==> src/rtl/pipeline_hazard_ctrl.sv <==
// Hazard interlock and branch-flush controller for the 5-stage SimpleRisc pipeline.
// Define FORWARDING_EN for bypassed operation: only load-use stalls, plus fwd_a_sel/fwd_b_sel outputs.
module pipeline_hazard_ctrl #(
    parameter int MAX_STALL = 8,
    parameter int CNT_W     = 16
) (
    input  logic             Clk,
    input  logic             Reset,
    input  logic [31:0]      of_instr,
    input  logic             of_valid,
    input  logic [3:0]       ex_rd,
    input  logic             ex_iswb,
    input  logic             ex_isld,
    input  logic             ex_valid,
    input  logic [3:0]       ma_rd,
    input  logic             ma_iswb,
    input  logic             ma_valid,
    input  logic             ex_branch_taken,
    output logic             pc_stall,
    output logic             if_of_stall,
    output logic             if_of_flush,
    output logic             of_ex_bubble,
    output logic [CNT_W-1:0] stall_cnt,
    output logic [CNT_W-1:0] flush_cnt,
`ifdef FORWARDING_EN
    output logic [1:0]       fwd_a_sel,
    output logic [1:0]       fwd_b_sel,
`endif
    output logic             hang_err
);
    localparam int RUN_W = $clog2(MAX_STALL + 1);
    localparam logic [RUN_W-1:0] RUN_MAX = RUN_W'(MAX_STALL);

    localparam logic [4:0] OP_ADD = 5'd0,  OP_SUB = 5'd1,  OP_MUL = 5'd2,  OP_DIV = 5'd3;
    localparam logic [4:0] OP_MOD = 5'd4,  OP_CMP = 5'd5,  OP_AND = 5'd6,  OP_OR  = 5'd7;
    localparam logic [4:0] OP_NOT = 5'd8,  OP_MOV = 5'd9,  OP_LSL = 5'd10, OP_LSR = 5'd11;
    localparam logic [4:0] OP_ASR = 5'd12, OP_LD  = 5'd14, OP_ST  = 5'd15, OP_RET = 5'd20;

    typedef enum logic {ST_RUN, ST_STALL} state_e;

    state_e           state_q, state_d;
    logic [RUN_W-1:0] run_cnt_q, run_cnt_d;
    logic [CNT_W-1:0] stall_cnt_q, stall_cnt_d;
    logic [CNT_W-1:0] flush_cnt_q, flush_cnt_d;
    logic             hang_err_q, hang_err_d;

    logic [4:0] opcode;
    logic       imm;
    logic [3:0] rd_f, rs1_f, rs2_f;
    logic       use_a, use_b;
    logic [3:0] src_a, src_b;
    logic       ex_wr, ma_wr, raw, stall_req;
    logic       unused_bits;

    assign opcode      = of_instr[31:27];
    assign imm         = of_instr[26];
    assign rd_f        = of_instr[25:22];
    assign rs1_f       = of_instr[21:18];
    assign rs2_f       = of_instr[17:14];
    assign unused_bits = ^{of_instr[13:0], ex_isld};

    // Operand A is rs1 (r15 for ret); operand B is rs2, or the store-data register rd for st.
    always_comb begin
        use_a = 1'b0;
        use_b = 1'b0;
        src_a = rs1_f;
        src_b = rs2_f;
        case (opcode)
            OP_ADD, OP_SUB, OP_MUL, OP_DIV, OP_MOD, OP_CMP,
            OP_AND, OP_OR, OP_LSL, OP_LSR, OP_ASR: begin
                use_a = 1'b1;
                use_b = ~imm;
            end
            OP_NOT, OP_MOV: use_b = ~imm;
            OP_LD:          use_a = 1'b1;
            OP_ST: begin
                use_a = 1'b1;
                use_b = 1'b1;
                src_b = rd_f;
            end
            OP_RET: begin
                use_a = 1'b1;
                src_a = 4'd15;
            end
            default: ;
        endcase
    end

    assign ex_wr = ex_valid & ex_iswb;
    assign ma_wr = ma_valid & ma_iswb;

`ifdef FORWARDING_EN
    // Bypass covers every producer except a load whose data is not yet out of memory.
    assign raw = of_valid & ex_valid & ex_isld &
                 ((use_a & (src_a == ex_rd)) | (use_b & (src_b == ex_rd)));

    always_comb begin
        fwd_a_sel = 2'd0;
        fwd_b_sel = 2'd0;
        if (!Reset && of_valid) begin
            if (use_a && ex_wr && (src_a == ex_rd))      fwd_a_sel = 2'd1;
            else if (use_a && ma_wr && (src_a == ma_rd)) fwd_a_sel = 2'd2;
            if (use_b && ex_wr && (src_b == ex_rd))      fwd_b_sel = 2'd1;
            else if (use_b && ma_wr && (src_b == ma_rd)) fwd_b_sel = 2'd2;
        end
    end
`else
    assign raw = of_valid &
                 ((use_a & ((ex_wr & (src_a == ex_rd)) | (ma_wr & (src_a == ma_rd)))) |
                  (use_b & ((ex_wr & (src_b == ex_rd)) | (ma_wr & (src_b == ma_rd)))));
`endif

    assign stall_req = raw & ~ex_branch_taken;

    always_ff @(posedge Clk) begin
        if (Reset) state_q <= ST_RUN;
        else       state_q <= state_d;
    end

    always_comb begin
        state_d = state_q;
        case (state_q)
            ST_RUN:   if (stall_req)  state_d = ST_STALL;
            ST_STALL: if (!stall_req) state_d = ST_RUN;
            default:  state_d = ST_RUN;
        endcase
    end

    // A taken branch squashes the hazarding instruction, so it overrides the interlock.
    always_comb begin
        pc_stall     = 1'b0;
        if_of_stall  = 1'b0;
        if_of_flush  = 1'b0;
        of_ex_bubble = 1'b0;
        if (!Reset) begin
            if (ex_branch_taken) begin
                if_of_flush  = 1'b1;
                of_ex_bubble = 1'b1;
            end else if (raw) begin
                pc_stall     = 1'b1;
                if_of_stall  = 1'b1;
                of_ex_bubble = 1'b1;
            end
        end
    end

    always_comb begin
        run_cnt_d = '0;
        if (state_d == ST_STALL)
            run_cnt_d = (run_cnt_q == RUN_MAX) ? run_cnt_q : run_cnt_q + 1'b1;
        hang_err_d = hang_err_q | (run_cnt_d == RUN_MAX);

        stall_cnt_d = stall_cnt_q;
        if (pc_stall && (stall_cnt_q != '1))
            stall_cnt_d = stall_cnt_q + 1'b1;

        flush_cnt_d = flush_cnt_q;
        if (ex_branch_taken && (flush_cnt_q != '1))
            flush_cnt_d = flush_cnt_q + 1'b1;
    end

    always_ff @(posedge Clk) begin
        if (Reset) begin
            run_cnt_q   <= '0;
            hang_err_q  <= 1'b0;
            stall_cnt_q <= '0;
            flush_cnt_q <= '0;
        end else begin
            run_cnt_q   <= run_cnt_d;
            hang_err_q  <= hang_err_d;
            stall_cnt_q <= stall_cnt_d;
            flush_cnt_q <= flush_cnt_d;
        end
    end

    assign stall_cnt = stall_cnt_q;
    assign flush_cnt = flush_cnt_q;
    assign hang_err  = hang_err_q;

endmodule

==> config.mk <==
export PLATFORM = sky130hd
export DESIGN_NAME = pipeline_hazard_ctrl
export DESIGN_NICKNAME = d
export VERILOG_FILES = /design/src/rtl/pipeline_hazard_ctrl.sv
export SDC_FILE = /design/constraint.sdc
export NUM_CORES = 1
export LEC_CHECK = 0
export CAP_MARGIN = 5
export CORE_UTILIZATION = 30
export DETAILED_ROUTE_END_ITERATION = 8
export HOLD_SLACK_MARGIN = 0.06
export PLACE_DENSITY_LB_ADDON = 0.1
export SLEW_MARGIN = 10
export SYNTH_ARGS = -nofsm -noshare
export SYNTH_HDL_FRONTEND = slang
export SYNTH_SLANG_ARGS = --single-unit
==> constraint.sdc <==
create_clock -name Clk -period 9.1 [get_ports Clk]
set_input_delay 1.82 -clock Clk [delete_from_list [all_inputs] [get_ports Clk]]
set_output_delay 1.82 -clock Clk [all_outputs]
set_load 0.05 [all_outputs]
==> summary.txt, run 1 <==
Timing
  – Sum Neg Setup Slack: 0 ns
  – Worst slew margin: a little under two fifths
  – Part of the cycle the worst path needs: 76.83%
  – Fmax: ~140 MHz
  – Worst-margin pin slew: 0.9233 ns
  – Final Setup Violations: 0
  – Post-route minimum period: about 7.0 ns
  – Skew final: around 0.011 ns
  – Unrepaired setup endpoints after global routing: false
  – Max Transition Viols Final: 0
  – Final hold viol count: 0

Global routing
  – First-pass GRT wire length: 10870 µm
  – Congestion Overflow GR: 0
  – Maximum number of pins on one net before global-route repair: slightly above 40
  – Total GRT Usage: 15.93%
  – Antenna violations before repair: 0
  – Vias in the first global route: approximately 2400

Clocking
  – CTS tree: yes
  – CTS Sinks: 37
  – Post-cts sizing count: 0
  – Clock-pin slew on the worst setup and hold paths: around 0.08 ns
  – CTS H-tree depth: 2
  – Post-CTS Setup Bufs: 0
  – Clock latency on the worst-skew pair: between 0.2 and 0.3 ns
  – Total CTS buffers: 5
  – Max clock buf depth: 2
  – Root Driver: clkbuf_8
  – Hold_buf cts: 0

Die
  – Total core area: 7408 µm²
  – Die Wd: between 90 and 100 µm
  – Die height: 90.67 µm
  – Boundary Pins: 86
  – Die area: a little over 8000 µm²
  – Starting Density: between 30% and 40%
  – # rows: 31

Cells and area
  – Finished Core Util: 43.57%
  – Fin nets: 424
  – Fin area: approximately 3200 µm²
  – Share of post-route cells with drive strength above 1: about 7%
  – Antenna cells: 0
  – Non-Filler Instances: between 400 and 500
  – Area growth from synthesis to layout: 36.87%

Synth
  – Dominant synthesized flop cell: dfxtp_1
  – Post-Synth Simple-Gate Area: between 30% and 40%
  – Number of synthesized register bits: 37
  – Largest family of logic cells by synthesized area: simple AND/OR/NAND/NOR gates
  – Post-synthesis cell count: roughly 300
  – Sequential-to-total area share from yosys stat: roughly a third
  – Mean Syn Cell Area: around 7.8 µm²
  – Mux share of post-synthesis cell area: 3.660%
  – Cell variety after synth: 57
  – Synth Area in Adders: ~2.1%
  – EDFF count, synth: 0
  – Synth Area in XOR/XNOR: under 10%
  – Post-synthesis async set-or-reset flop share: 0%
  – Ys Warns: 0
  – Compound-Gate Fraction of Synth Area: a little under a fifth
  – Synth Net Count: approximately 360
  – Synthesized cell area: 2359 µm²

Placed design
  – GP Congestion: around 0.86
  – Area post-placement: roughly 3100 µm²
  – Total placed cells including tap cells: 463
  – I/O Buffers: 70
  – HPWL Detailed: 4706 µm

Worst setup path
  – Worst r2r path cells: 8
  – Worst setup path category: primary input to output port
  – Crit path arrival time: between 5 and 6 ns
  – Crit path launch type: primary input
  – Critical Path RT: ~7.3 ns
  – Critical path capture point type: output port
  – Maximum fanout along the worst path: 29
  – Worst R2R Setup Slack: around 6.4 ns
  – Reg-to-reg endpoint: flush_cnt[15]
  – Worst r2r src: flush_cnt[7]

Min path
  – Worst min-delay path category: register to register
  – Hold Crit Start: hang_err
  – Endpoint, Worst Hold: hang_err
  – Hold Path Depth: 1

Detailed routing
  – Routed Antenna Nets: 0
  – Residual DRC: 0
  – Avg WL per Cell: about 13 µm
  – Starting DRT DRC Count: 92
  – Via density: approximately 5.2
  – DR pass1 iterations: 4
  – Post-Route WL: roughly 6300 µm
  – Via count: between 2000 and 2500

Power and ir drop
  – Sequential power share: between 40% and 50%
  – Comb pwr share: about 16%
  – Net Sw Power: a little over 90 µW
  – Peak VDD IR: ~0.054 mV
  – LEAKAGE: 0.001103 µW
  – Clock power frac: between 30% and 40%
  – Switching Fraction: 26.95%
  – Internal power: ~250 µW
  – PD cells: about 110 nW/µm²

Outcome
  – Outcome: complete, no violations

Flow run
  – Max-cap violation count: 0
worst max-delay path by stage:
stage                             from           to  slack (ns)
after global placement    of_instr[31]  if_of_stall        2.10
after detailed placement  of_instr[31]  if_of_stall        2.10
after global routing      of_instr[31]  if_of_stall        1.90
final                     of_instr[31]  if_of_stall        2.11
after CTS                 of_instr[31]  if_of_stall        2.09
after floorplan           of_instr[31]     pc_stall        2.80
metal layers:
metal,vias up,global-route usage (%),part of all wire [%]
met5,-,0,0
met4,0,4.301,1.3
met3,8,3.620,5.2
met2,68,26.26,46
met1,1143,20.75,47
li1,1237,-,-
power by group through the flow:
stage	combinational [µW]	sequential (µW)	clock (µW)
floorplan	23.4	171	0
global placement	53.1	168	0
detailed placement	53.2	168	0
CTS	53.4	164	128
global route	58.3	164	136
finish	53.6	164	124
stage by stage:
step           hold slack, ns  setup slack, ns  total power, µW
2_1_floorplan          0.5337            2.799            194.4
3_3_place_gp           0.4555            2.104            220.8
3_5_place_dp           0.4661            2.098            220.9
4_1_cts                0.4868            2.087            345.3
5_1_grt                0.5046            1.904            359.0
6_report               0.4787            2.109            341.3
worst max-delay path, cell delays in order:
cell             delay (ns)
clkdlybuf4s50_1        0.64
or3b_4                 0.47
nor2_8                 0.15
and3_1                 0.19
a311oi_1               0.05
nor4_1                 0.48
o311ai_2               0.15
buf_4                  0.24
nor2_1                 0.17
clkdlybuf4s50_1        0.83
cells in the mapped netlist (5+ instances only):
| cell type | number | area (µm²) |
|---|---|---|
| a21oi_1 | 21 | 105.1 |
| nor3_1 | 8 | 40.04 |
| dfxtp_1 | 37 | 740.7 |
| nand2_1 | 24 | 90.09 |
| or2_2 | 5 | 31.28 |
| clkbuf_1 | 5 | 18.77 |
| nand4_1 | 11 | 68.82 |
| o21ai_0 | 14 | 70.07 |
| inv_1 | 16 | 60.06 |
| nor2_1 | 35 | 131.4 |
| xor2_1 | 15 | 131.4 |
| or3_1 | 14 | 87.58 |
| nand3_1 | 15 | 75.07 |
| nor4_1 | 5 | 31.28 |
final cells by class:
class                      count  area (µm²)
tap                           99       123.9
timing repair buffer          72       715.7
clock buffer                   6       82.58
fill                         760        4180
inverter                      16       60.06
sequential                    37       740.7
multi-input combinational    239        1491
clock inverter                 2       13.76
layout by cell type (no fill, tap or decap), drive strengths merged, types with 14 or more instances in the layout:
master,n
inv,16
xor2,15
dfxtp,37
nand2,24
nand3,15
or3,14
o21ai,14
a21oi,21
nor2,36
clkdlybuf4s50,70
state kept, by name, indices dropped and copies added, names as in the netlist:
register / flops
flush_cnt: 16
run_cnt_q: 4
hang_err: 1
stall_cnt: 16
cells by family (layout without fill, tap and decap cells):
group | after synthesis | after routing
XOR/XNOR | 19 | 19
AND/OR/NAND/NOR | 142 | 142
multiplexers | 8 | 8
buffers and inverters | 28 | 96
adder cells (fa/ha/maj) | 4 | 4
flip-flops | 37 | 37
AO/OA/AOI/OAI | 66 | 66
Note: power is estimated with default switching activity, not from simulation.
==> inputs of run 2 (changes only) <==
==> constraint.sdc (replaced) <==
create_clock -name Clk -period 6.7 [get_ports Clk]
set_input_delay 1.34 -clock Clk [delete_from_list [all_inputs] [get_ports Clk]]
set_output_delay 1.34 -clock Clk [all_outputs]
set_load 0.05 [all_outputs]
==> summary.txt, run 2 (same netlist as run 1, synthesis figures left out) <==
Outcome
  – Outcome: complete, no violations (unchanged)

Timing
  – Part of the cycle the worst path needs: between 80% and 90%
  – Final hold viol count: 0 (unchanged)
  – Worst slew margin: 38.64% (was 37.92%)
  – Final WS setup: 0.7859 ns (was 2.109 ns)
  – Fmax: between 150 and 200 MHz
  – Final Setup Violations: 0 (unchanged)
  – Fin Hold WS: 0.4805 ns (was 0.4787 ns)
  – Sum Neg Setup Slack: 0 ns (unchanged)
  – Worst-margin pin slew: 0.9126 ns (was 0.9233 ns)
  – Unrepaired setup endpoints after global routing: false (unchanged)
  – Skew final: 0.01668 ns (was 0.01055 ns)
  – Max Transition Viols Final: 0 (unchanged)
  – Post-route minimum period: about 6 ns

Global routing
  – First-pass GRT wire length: 10740 µm (was 10870 µm)
  – Antenna violations before repair: 0 (unchanged)
  – Congestion Overflow GR: 0 (unchanged)
  – Maximum number of pins on one net before global-route repair: 29 (was 41)
  – Vias in the first global route: 2241 (was 2350)
  – Total GRT Usage: 15.76% (was 15.93%)

Die
  – Die area: 8220 µm² (unchanged)
  – Total core area: 7408 µm² (unchanged)
  – # rows: 31 (unchanged)
  – Die Wd: 90.67 µm (unchanged)
  – Die height: 90.67 µm (unchanged)
  – Boundary Pins: 86 (unchanged)
  – Starting Density: 31.84% (unchanged)

Cells and area
  – Commonest non-fill, non-tap cell in the layout: clkdlybuf4s50_1 (unchanged)
  – Share of post-route cells with drive strength above 1: 6.469% (was 6.989%)
  – Area of the multi-input gates: 1491 µm² (unchanged)
  – Commonest cells after routing, fill and taps aside: clkdlybuf4s50_1 (70), dfxtp_1 (37), nor2_1 (35) (unchanged)
  – FILL cells: 764 (was 760)
  – Antenna cells: 0 (unchanged)
  – Fin nets: 424 (unchanged)
  – Reg area: 740.7 µm² (unchanged)
  – Area growth from synthesis to layout: 36.23% (was 36.87%)

Placed design
  – GP Congestion: 0.8497 (was 0.8551)
  – Pre-CTS setup slack: 0.7775 ns (was 2.098 ns)
  – HPWL Detailed: 4844 µm (was 4706 µm)
  – I/O Buffers: 70 (unchanged)

Clocking
  – Clock-pin slew on the worst setup and hold paths: 0.08 ns (about the same)
  – Post-cts sizing count: 0 (unchanged)
  – Clock latency on the worst-skew pair: 0.28 ns (was 0.29 ns)
  – Post-CTS Setup Bufs: 0 (unchanged)
  – Root Driver: clkbuf_8 (unchanged)
  – CTS H-tree depth: 2 (unchanged)
  – Total CTS buffers: 5 (unchanged)
  – CTS tree: yes (unchanged)
  – Max clock buf depth: 2 (unchanged)
  – Hold_buf cts: 0 (unchanged)
  – CTS Sinks: 37 (unchanged)

Detailed routing
  – Via density: 5.194 (was 5.214)
  – Residual DRC: 0 (unchanged)
  – Post-Route WL: 6272 µm (was 6263 µm)
  – Starting DRT DRC Count: 73 (was 92)
  – Routed Antenna Nets: 0 (unchanged)
  – Avg WL per Cell: 13.34 µm (was 13.30 µm)
  – DR pass1 iterations: 4 (unchanged)
  – Via count: 2441 (was 2456)

Worst setup path
  – Crit path launch type: primary input (unchanged)
  – Slowest-stage cell, CP: clkdlybuf4s50_1 (unchanged)
  – Worst path max stage delay: 0.83 ns (about the same)
  – Maximum fanout along the worst path: 9 (was 29)
  – Worst setup path category: primary input to output port (unchanged)
  – Critical path capture point type: output port (unchanged)
  – Crit path top cell by count: clkdlybuf4s50_1 (unchanged)
  – Critical Path RT: 5.36 ns (was 7.28 ns)
  – Worst path bufs/invs: 2 (was 3)
  – Crit path arrival time: 4.57 ns (was 5.17 ns)
  – Cell Chain, Critical Path: clkdlybuf4s50_1 -> or3b_4 -> nor2_8 -> and3_1 -> a311oi_1 -> nor4_1 -> or3_1 -> a21oi_1 -> nor2_1 -> clkdlybuf4s50_1 (was clkdlybuf4s50_1 -> or3b_4 -> nor2_8 -> and3_1 -> a311oi_1 -> nor4_1 -> o311ai_2 -> buf_4 -> nor2_1 -> clkdlybuf4s50_1)
  – CP top delay family: simple AND/OR/NAND/NOR gates (was buffers and inverters)

Power and ir drop
  – Peak VDD IR: 0.07811 mV (was 0.05423 mV)
  – LEAKAGE: 0.001093 µW (was 0.001103 µW)
  – PD cells: 138.2 nW/µm² (was 105.7 nW/µm²)
  – Tot Pwr: 444.1 µW (was 341.3 µW)

Min path
  – Worst min-delay path category: register to register (unchanged)

Flow run
  – Max-cap violation count: 0 (unchanged)
==> run 2: cell count changes in the layout (fill, tap and decap cells not counted) <==
cell	change
clkbuf_8	-1
clkinv_2	-1
clkbuf_1	+1
==> run 2: routing by layer <==
layer  up-vias  part of all wire, %  GRT usage, %
li1       1240                    -             -
met3         2                  4.4         3.283
met2        55                   47         25.44
met1      1144                   48         21.72
met5         -                    0             0
met4         0                 0.57         2.823
==> run 2: worst paths after layout <==
path / from / endpoint / slack [ns] / depth (start not counted)
hold reg to reg: hang_err / hang_err / 0.48 / 1
setup / recovery: of_instr[31] / of_ex_bubble / 0.79 / 10
setup reg to reg: flush_cnt[7] / flush_cnt[15] / 4.04 / 8
hold / removal: hang_err / hang_err / 0.48 / 1
==> run 2: power breakdown <==
part / internal (µW) / switching (µW)
logic: 34.1 / 38.6
clock network: 72.1 / 76.7
registers: 221 / 1.63
==> run 2: worst register-to-register path, cell delays in order (launching register included) <==
cell and delay, ns:
dfxtp_1 0.42, nand4_1 0.21, or3_1 0.38, o31ai_1 0.79
or3_1 0.33, nor2_1 0.10, nand3_1 0.11, xor2_1 0.15
nor2_1 0.05
==> run 2: layout make-up <==
cell class	count	share of cell area (%)
clock inverters	1	0.2726
clock buffers	6	2.259
well taps	99	3.855
inverters	16	1.869
multi-input cells	239	46.42
flip-flops and latches	37	23.05
repair buffers	72	22.27
==> run 2: per-stage QoR <==
| stage | cell area, µm² | std cells | utilization [%] |
|---|---|---|---|
| final | 3213 | 470 | 43.37 |
| after global placement | 3132 | 463 | 42.27 |
| after detailed placement | 3132 | 463 | 42.27 |
| after global routing | 3213 | 470 | 43.37 |
| after CTS | 3213 | 470 | 43.37 |
| after floorplan | 2359 | 304 | - |
==> inputs of run 3 (changes only) <==
--- a/config.mk
+++ b/config.mk
@@ -5,6 +5,7 @@
 export SDC_FILE = /design/constraint.sdc
 export NUM_CORES = 1
 export LEC_CHECK = 0
+export ABC_AREA = 1
 export CAP_MARGIN = 5
 export CORE_UTILIZATION = 30
 export DETAILED_ROUTE_END_ITERATION = 8
==> summary.txt, run 3 <==
Clocking
  – CTS H-tree depth: 2 (unchanged)
  – Total CTS buffers: 5 (unchanged)
  – Max clock buf depth: 2 (unchanged)
  – Clock latency on the worst-skew pair: 0.28 ns (about the same)
  – Hold_buf cts: 0 (unchanged)
  – Root Driver: clkbuf_8 (unchanged)
  – Post-CTS Setup Bufs: 0 (unchanged)
  – Clock-pin slew on the worst setup and hold paths: 0.07 ns (was 0.08 ns)
  – CTS Sinks: 37 (unchanged)
  – CTS tree: yes (unchanged)
  – Post-cts sizing count: 0 (unchanged)

Timing
  – Unrepaired setup endpoints after global routing: false (unchanged)
  – Final hold viol count: 0 (unchanged)
  – Post-route minimum period: 5.749 ns (was 5.914 ns)
  – Sum Neg Setup Slack: 0 ns (unchanged)
  – Max Transition Viols Final: 0 (unchanged)
  – Worst-margin pin slew: 0.5869 ns (was 0.9126 ns)
  – Part of the cycle the worst path needs: 85.81% (was 88.27%)
  – Fmax: 173.9 MHz (was 169.1 MHz)
  – Skew final: 0.006978 ns (was 0.01668 ns)
  – Worst slew margin: 60.52% (was 38.64%)
  – Fin Hold WS: 0.4549 ns (was 0.4805 ns)
  – Final Setup Violations: 0 (unchanged)

Cells and area
  – Share of post-route cells with drive strength above 1: 4.641% (was 6.469%)
  – Area growth from synthesis to layout: 34.73% (was 36.23%)
  – Commonest non-fill, non-tap cell in the layout: nand2_1 (was clkdlybuf4s50_1)
  – Finished Core Util: 42.62% (was 43.37%)
  – Antenna cells: 0 (unchanged)
  – Reg area: 740.7 µm² (unchanged)
  – Commonest cells after routing, fill and taps aside: nand2_1 (96), clkdlybuf4s50_1 (70), inv_1 (64) (was clkdlybuf4s50_1 (70), dfxtp_1 (37), nor2_1 (35))
  – Fin nets: 527 (was 424)
  – Area of the multi-input gates: 1438 µm² (was 1491 µm²)
  – FILL cells: 860 (was 764)

Global routing
  – First-pass GRT wire length: 10940 µm (was 10740 µm)
  – Met3 global-route usage: 3.530% (was 3.283%)
  – GR Util met2: 26.65% (was 25.44%)
  – GRT busiest layer: met2 (unchanged)
  – Maximum number of pins on one net before global-route repair: 28 (was 29)
  – Antenna violations before repair: 0 (unchanged)
  – Total GRT Usage: 15.65% (was 15.76%)
  – Vias in the first global route: 2458 (was 2241)
  – Met1 Resource Use GR: 19.99% (was 21.72%)
  – Congestion Overflow GR: 0 (unchanged)

Worst setup path
  – Crit path arrival time: 4.41 ns (was 4.57 ns)
  – Reg-to-reg endpoint: flush_cnt[15] (unchanged)
  – Worst r2r path cells: 14 (was 8)
  – CP Capture Point: if_of_stall (was of_ex_bubble)
  – Origin of the worst setup path: of_instr[28] (was of_instr[31])
  – Maximum fanout along the worst path: 16 (was 9)
  – Worst R2R Setup Slack: 4.37 ns (was 4.04 ns)
  – Critical path capture point type: output port (unchanged)
  – Worst setup path category: primary input to output port (unchanged)
  – Worst r2r src: flush_cnt[0] (was flush_cnt[7])
  – Crit path launch type: primary input (unchanged)
  – Critical Path RT: 5.36 ns (about the same)

Placed design
  – I/O Buffers: 70 (unchanged)
  – HPWL Detailed: 5056 µm (was 4844 µm)
  – GP Congestion: 0.8143 (was 0.8497)

Die
  – Boundary Pins: 86 (unchanged)
  – Die Wd: 92.97 µm (was 90.67 µm)
  – Starting Density: 31.63% (was 31.84%)
  – # rows: 32 (was 31)
  – Die height: 92.97 µm (was 90.67 µm)
  – Total core area: 7848 µm² (was 7408 µm²)
  – Die area: 8642 µm² (was 8220 µm²)

Synth
  – Ys Warns: 0 (unchanged)
  – Post-synthesis async set-or-reset flop share: 0% (unchanged)
  – Most instantiated cells after synthesis: nand2_1 (96), inv_1 (64), nor2_1 (55) (was dfxtp_1 (37), nor2_1 (35), nand2_1 (24))
  – Cell taking the most area after synthesis: dfxtp_1 (unchanged)
  – Cell variety after synth: 32 (was 57)
  – Number of synthesized register bits: 37 (unchanged)
  – EDFF count, synth: 0 (unchanged)
  – Synth top area cells: dfxtp_1 (30%), nand2_1 (15%), inv_1 (9.7%), nand3_1 (8.7%), nor2_1 (8.3%) (was dfxtp_1 (31%), nor2_1 (5.6%), xor2_1 (5.6%), a21oi_1 (4.5%), nand2_1 (3.8%))
  – Dominant synthesized flop cell: dfxtp_1 (unchanged)
  – Sequential-to-total area share from yosys stat: 29.84% (was 31.41%)
  – Synthesized cell area: 2482 µm² (was 2359 µm²)
  – Share of the synthesized area in the top cell type: 29.84% (was 31.41%)
  – Synth Net Count: 456 (was 357)
  – Most common cell in the synthesized netlist: nand2_1 (was dfxtp_1)
  – Post-synthesis cell count: 403 (was 304)
  – Mean Syn Cell Area: 6.160 µm² (was 7.758 µm²)

Power and ir drop
  – Peak VDD IR: 0.06275 mV (was 0.07811 mV)
  – Tot Pwr: 453.4 µW (was 444.1 µW)
  – PD cells: 135.6 nW/µm² (was 138.2 nW/µm²)
  – LEAKAGE: 0.001336 µW (was 0.001093 µW)

Outcome
  – Outcome: complete, no violations (unchanged)

Detailed routing
  – Post-Route WL: 6611 µm (was 6272 µm)
  – Via count: 2673 (was 2441)
  – Starting DRT DRC Count: 145 (was 73)
  – Via density: 4.641 (was 5.194)
  – Avg WL per Cell: 11.48 µm (was 13.34 µm)
  – Residual DRC: 0 (unchanged)
  – DR pass1 iterations: 4 (unchanged)
  – Routed Antenna Nets: 0 (unchanged)

Min path
  – Worst min-delay path category: register to register (unchanged)

Flow run
  – Max-cap violation count: 0 (unchanged)
-- run 3: worst min path at each step --
stage / startpoint / depth (start not counted) / to / slack (ns)
final: hang_err / 2 / hang_err / 0.45
after floorplan: run_cnt_q[3] / 3 / run_cnt_q[3] / 0.53
after CTS: hang_err / 2 / hang_err / 0.46
after global routing: hang_err / 2 / hang_err / 0.47
after detailed placement: hang_err / 2 / hang_err / 0.45
after global placement: hang_err / 2 / hang_err / 0.44
-- run 3: report_power, final --
| part | internal [µW] | switching, µW |
|---|---|---|
| registers | 221 | 1.42 |
| clock network | 81.7 | 78.0 |
| logic | 32.2 | 39.1 |
| total | 335 | 119 |
-- run 3: layout make-up --
| class | instances | share of cell area, % |
|---|---|---|
| multi-input combinational | 294 | 42.99 |
| sequential | 37 | 22.15 |
| timing repair buffer | 71 | 21.17 |
| inverter | 65 | 7.295 |
| tap | 102 | 3.816 |
| clock buffer | 7 | 2.581 |
-- run 3: metrics by stage --
stage | cells | instance area (µm²) | setup slack (ns)
CTS | 576 | 3344 | 0.9227
floorplan | 403 | 2482 | 1.930
finish | 576 | 3344 | 0.9507
global route | 576 | 3344 | 0.6579
global placement | 569 | 3258 | 0.9817
detailed placement | 569 | 3258 | 0.9350
-- run 3: kinds of logic after synthesis --
| kind of cell | synth area share, % |
|---|---|
| AO/OA/AOI/OAI | 10.74 |
| XOR/XNOR | 1.764 |
| adder cells (fa/ha/maj) | 2.016 |
| flip-flops | 29.84 |
| AND/OR/NAND/NOR | 43.40 |
| buffers and inverters | 12.25 |
-- run 3: critical path, cell delays in order --
cell             delay [ns]
clkdlybuf4s50_1        0.56
nand2_2                0.09
nor2_4                 0.22
nand2_4                0.12
nand2_2                0.08
nand2_2                0.07
nand2_1                0.07
nand2_1                0.05
inv_1                  0.04
nand3_1                0.07
nand2_1                0.08
nand2_2                0.08
nand2_2                0.11
nand3_4                0.18
nor2_1                 0.37
clkdlybuf4s50_1        0.88
-- run 3: routing by layer --
metal / vias to the layer above / wire [µm]
met5: - / 0
met4: 0 / 65
met3: 6 / 318
met2: 46 / 3048
met1: 1194 / 3178
li1: 1427 / -
